`src/rtl/tail_light_sequencer.sv`:
```
// tail_light_sequencer: timed LED tail-light patterns from a 2-bit light-mode code.
module tail_light_sequencer #(
  parameter int TICK_DIV = 12_500_000
) (
  input  logic       clock,
  input  logic       reset,
  input  logic [1:0] current_state,
  output logic [9:0] LEDR,
  output logic [1:0] seq_step,
  output logic       tick
);
  localparam int CW = $clog2(TICK_DIV);
  localparam logic [CW-1:0] LAST = CW'(TICK_DIV - 1);
  typedef enum logic [1:0] {IDLE, LEFT, RIGHT, HAZARD} mode_e;
  logic [CW-1:0] cnt_q, cnt_d;
  logic [1:0]    sync_q, cmd_q;
  mode_e         mode_q, mode_d;
  logic [1:0]    phase_q, phase_d;
  assign tick = cnt_q == LAST;
  always_comb cnt_d = tick ? '0 : cnt_q + 1'b1;
  always_ff @(posedge clock or negedge reset) begin
    if (!reset) begin
      cnt_q   <= '0;
      sync_q  <= '0;
      cmd_q   <= '0;
      mode_q  <= IDLE;
      phase_q <= '0;
    end else begin
      cnt_q   <= cnt_d;
      sync_q  <= current_state;
      cmd_q   <= sync_q;
      mode_q  <= mode_d;
      phase_q <= phase_d;
    end
  end
  // A mode change always restarts the pattern, even mid-sweep at phase 3.
  always_comb begin
    mode_d  = tick ? mode_e'(cmd_q) : mode_q;
    phase_d = !tick ? phase_q : (cmd_q != mode_q || mode_q == IDLE) ? 2'd0 : phase_q + 2'd1;
  end
  always_comb begin
    LEDR = '0;
    case (mode_q)
      LEFT:    LEDR = phase_q == 2'd1 ? 10'h080 : phase_q == 2'd2 ? 10'h180 : phase_q == 2'd3 ? 10'h380 : 10'h000;
      RIGHT:   LEDR = phase_q == 2'd1 ? 10'h004 : phase_q == 2'd2 ? 10'h006 : phase_q == 2'd3 ? 10'h007 : 10'h000;
      HAZARD:  LEDR = phase_q[0] ? 10'h387 : 10'h000;
      default: LEDR = '0;
    endcase
    seq_step = phase_q;
  end
endmodule

```
`config.mk`:
```
export PLATFORM = sky130hd
export DESIGN_NAME = tail_light_sequencer
export DESIGN_NICKNAME = d
export VERILOG_FILES = /design/src/rtl/tail_light_sequencer.sv
export SDC_FILE = /design/constraint.sdc
export NUM_CORES = 1
export LEC_CHECK = 0
export ABC_AREA = 1
export BUFFER_PORTS_ARGS = -buffer_cell sky130_fd_sc_hd__clkbuf_2
export CAP_MARGIN = 20
export CORE_MARGIN = 2
export CORE_UTILIZATION = 29
export DETAILED_ROUTE_END_ITERATION = 10
export PLACE_DENSITY_LB_ADDON = 0.05
export SLEW_MARGIN = 20
export SYNTH_ARGS = -nofsm -noshare
export SYNTH_HDL_FRONTEND = slang
export SYNTH_SLANG_ARGS = --single-unit
```
`constraint.sdc`:
```
create_clock -name clock -period 2.2 [get_ports clock]
set_clock_uncertainty 0.2 [all_clocks]
set_input_delay 0.55 -clock clock [delete_from_list [all_inputs] [get_ports clock]]
set_output_delay 0.55 -clock clock [all_outputs]
set_load 0.005 [all_outputs]
```
==> results by group <==
Clocking
  – Clk root buf: clkbuf_8
  – Post-cts hold buffer count: 0
  – CTS Buf Count: 5
  – CTS sink count: 32
  – Maximum level of the CTS H-tree: 2
  – CTS tree: done
  – Clock-pin slew on the worst setup and hold paths: 70 ps
  – CTS max path bufs: 2
  – Clk_lat worst skew: 280 ps

Synth
  – Cell taking the most area after synthesis: dfrtp_1
  – Post-Synthesis Cells: 256
  – Synth cell types: 26
  – Mapped Area: 1950 sq um
  – Asr flop ratio synth: 1.00
  – Avg Inst Size Synth: 7.62 sq um
  – Most frequent cell after synthesis: nand2_1
  – Seq/Total Area, Yosys: 0.410
  – EDFF count, synth: 0
  – Main synth FF type: dfrtp_1
  – YS warnings: 0
  – Top cells by area, synth: dfrtp_1, nand2_1, nor2_1
  – Seq cells post-synth: 32
  – Share of the synthesized area in the top cell type: 0.410
  – Commonest cells in the netlist: nand2_1, nor2_1, inv_1, dfrtp_1, nand3_1

Pwr
  – Reg power frac: 0.544
  – Int Pwr: 853 uW
  – Lkg Pwr: 1.16 nW
  – Power density over cell area: 462 nW/um^2
  – Switch Pwr: 238 uW
  – VDD IR max: 0.192 mV
  – Combinational share of power: 0.019
  – Sw Share: 0.218
  – Clock power share: 0.437

Die
  – Die footprint: 7400 sq um
  – Row count: 29
  – Initial Util: 0.304
  – Core area: 6420 sq um
  – Die width: 86.0 um
  – Die height: 86.0 um
  – Io pins: 17

Global route
  – GRT Residual Overflow: 0
  – Vias in the first global route: 1,491
  – Initial antenna violation count: 0
  – Largest net degree at the start of global routing: 18
  – Global-route wire length before repair: 7240 um
  – GRT Util Overall: 0.127

Placed design
  – DP Area: 2140 sq um
  – Dpl cells: 348
  – Routability cong.: 0.770
  – Port buffer count: 12
  – Final HPWL DP: 3340 um

Route
  – Final ANT Viol Nets: 0
  – Via Count: 1,576
  – Initial DRT Pass Iterations: 5
  – Avg WL per Cell: 11.8 um
  – Drt drc: 0
  – Routed WL: 4340 um
  – Via-to-Cell Ratio: 4.28
  – DR iter-0 viols: 74

Cells and area
  – Diode count: 0
  – Area occupied by multi-input gates: 1020 sq um
  – Layout cells sized above 1: 0.237
  – Area growth syn-to-layout: 21.0%
  – Finished Cell Area: 2360 sq um
  – # nets final: 300
  – Non-Filler Instances: 368
  – Register area: 806 sq um
  – FILL cells: 695

Timing
  – Hold WS: 3.37 ps
  – Final Max Tran Viols: 0
  – RSZ-0062 raised after global routing: false
  – Fin crit share: 0.968
  – Setup TNS: 0 ps
  – Setup violators final: 0
  – Peak Freq: 0.470 GHz
  – Period minus WS final: 2130 ps
  – Worst Tran Pin Value: 521 ps
  – Fin. Hold Viols: 0
  – Worst slew margin: 0.650

Worst setup path
  – Crit Path Category: reg -> out
  – Critical path arrival: 1380 ps
  – CP Data Required Time: 1450 ps
  – CP startpoint kind: flop
  – Setup crit end kind: primary output
  – Crit-path max FO: 3

Status
  – Status: completed

Worst hold path
  – Hold Path Class: in -> async

Run
  – Max-Cap Viols: 0
==> final cells by class <==
type,instances,area share
clock buffers,8,0.0381
inverters,38,0.0604
flip-flops and latches,32,0.341
well taps,77,0.0408
multi-input cells,183,0.432
repair buffers,30,0.0879
==> placed cells by master, fill, tap and decap left out, types with 4 or more instances in the layout <==
cell,Yosys,final
xor2_1,11,11
nand3_1,14,14
o21ai_0,9,9
nor2_2,5,6
clkbuf_8,0,6
dfrtp_2,0,4
nor2_4,5,6
inv_1,36,35
nand2_1,56,54
ha_1,6,5
buf_4,4,17
dfrtp_1,32,28
nand4_1,5,5
conb_1,1,4
clkbuf_2,0,12
nand2_2,5,6
nor3_1,4,4
nor2_1,45,43
==> what timing repair did <==
action,4_1_cts,5_1_grt
gates cloned,0,0
pin swaps,1,5
gates resized for setup,5,9
hold endpoints to repair,0,0
buffers inserted,1,11
endpoints found under the setup margin,3,3
==> critical path: stages, from the launching register on <==
cell	delay [ps]
dfrtp_2	430
inv_1	90
nand2_1	70
nor2_2	160
nand3_4	120
nor2_8	120
clkbuf_2	110
==> worst paths after layout <==
path	start	to	cells past startpoint	slack (ps)
min	reset	cnt_q[3]	1	3
max	cnt_q[5]	tick	6	70
min in group clock	sync_q[0]	cmd_q[0]	0	150
max reg2reg	cnt_q[0]	seq_step[1]	10	420
min reg2reg	sync_q[0]	cmd_q[0]	0	150
max in group asynchronous	reset	seq_step[0]	2	1340
==> logic make-up (layout without fill, tap and decap cells) <==
group,Yosys count,in the layout,synth area share
buf+inv,44,76,0.0936
flops,32,32,0.410
simple gates,144,144,0.353
fa+ha+maj,6,6,0.0385
compound gates,16,16,0.0442
xor+xnor,13,13,0.0583
other cells,1,4,0.00192
==> sequential cells by signal (all words and copies together), names as in the netlist <==
register / cells
cnt_q: 24
sync_q: 2
mode_q: 2
seq_step: 2
cmd_q: 2
==> per-layer routing <==
layer	routed length, um	GRT usage	vias to the layer above
met2	2010	0.206	22
li1	-	-	842
met1	2170	0.168	707
met3	104	0.0289	5
met5	0	0	-
met4	57	0.0390	0
==> power by group through the flow <==
stage | Sequential (mW) | Clock (mW) | Combinational (mW)
after detailed placement | 0.605 | 0 | 0.0228
after global placement | 0.605 | 0 | 0.0223
final | 0.593 | 0.477 | 0.0211
after floorplan | 0.604 | 0 | 0.00802
after CTS | 0.593 | 0.490 | 0.0228
after global routing | 0.593 | 0.525 | 0.0256
==> metrics by stage <==
stage / setup slack (ps) / power [mW] / util
finish: 70.5 / 1.09 / 0.368
global placement: 221 / 0.627 / 0.333
floorplan: 354 / 0.612 / -
global route: 1.47 / 1.14 / 0.368
CTS: 0.717 / 1.11 / 0.350
detailed placement: 209 / 0.627 / 0.333
Note: power is estimated with default switching activity, not from simulation.
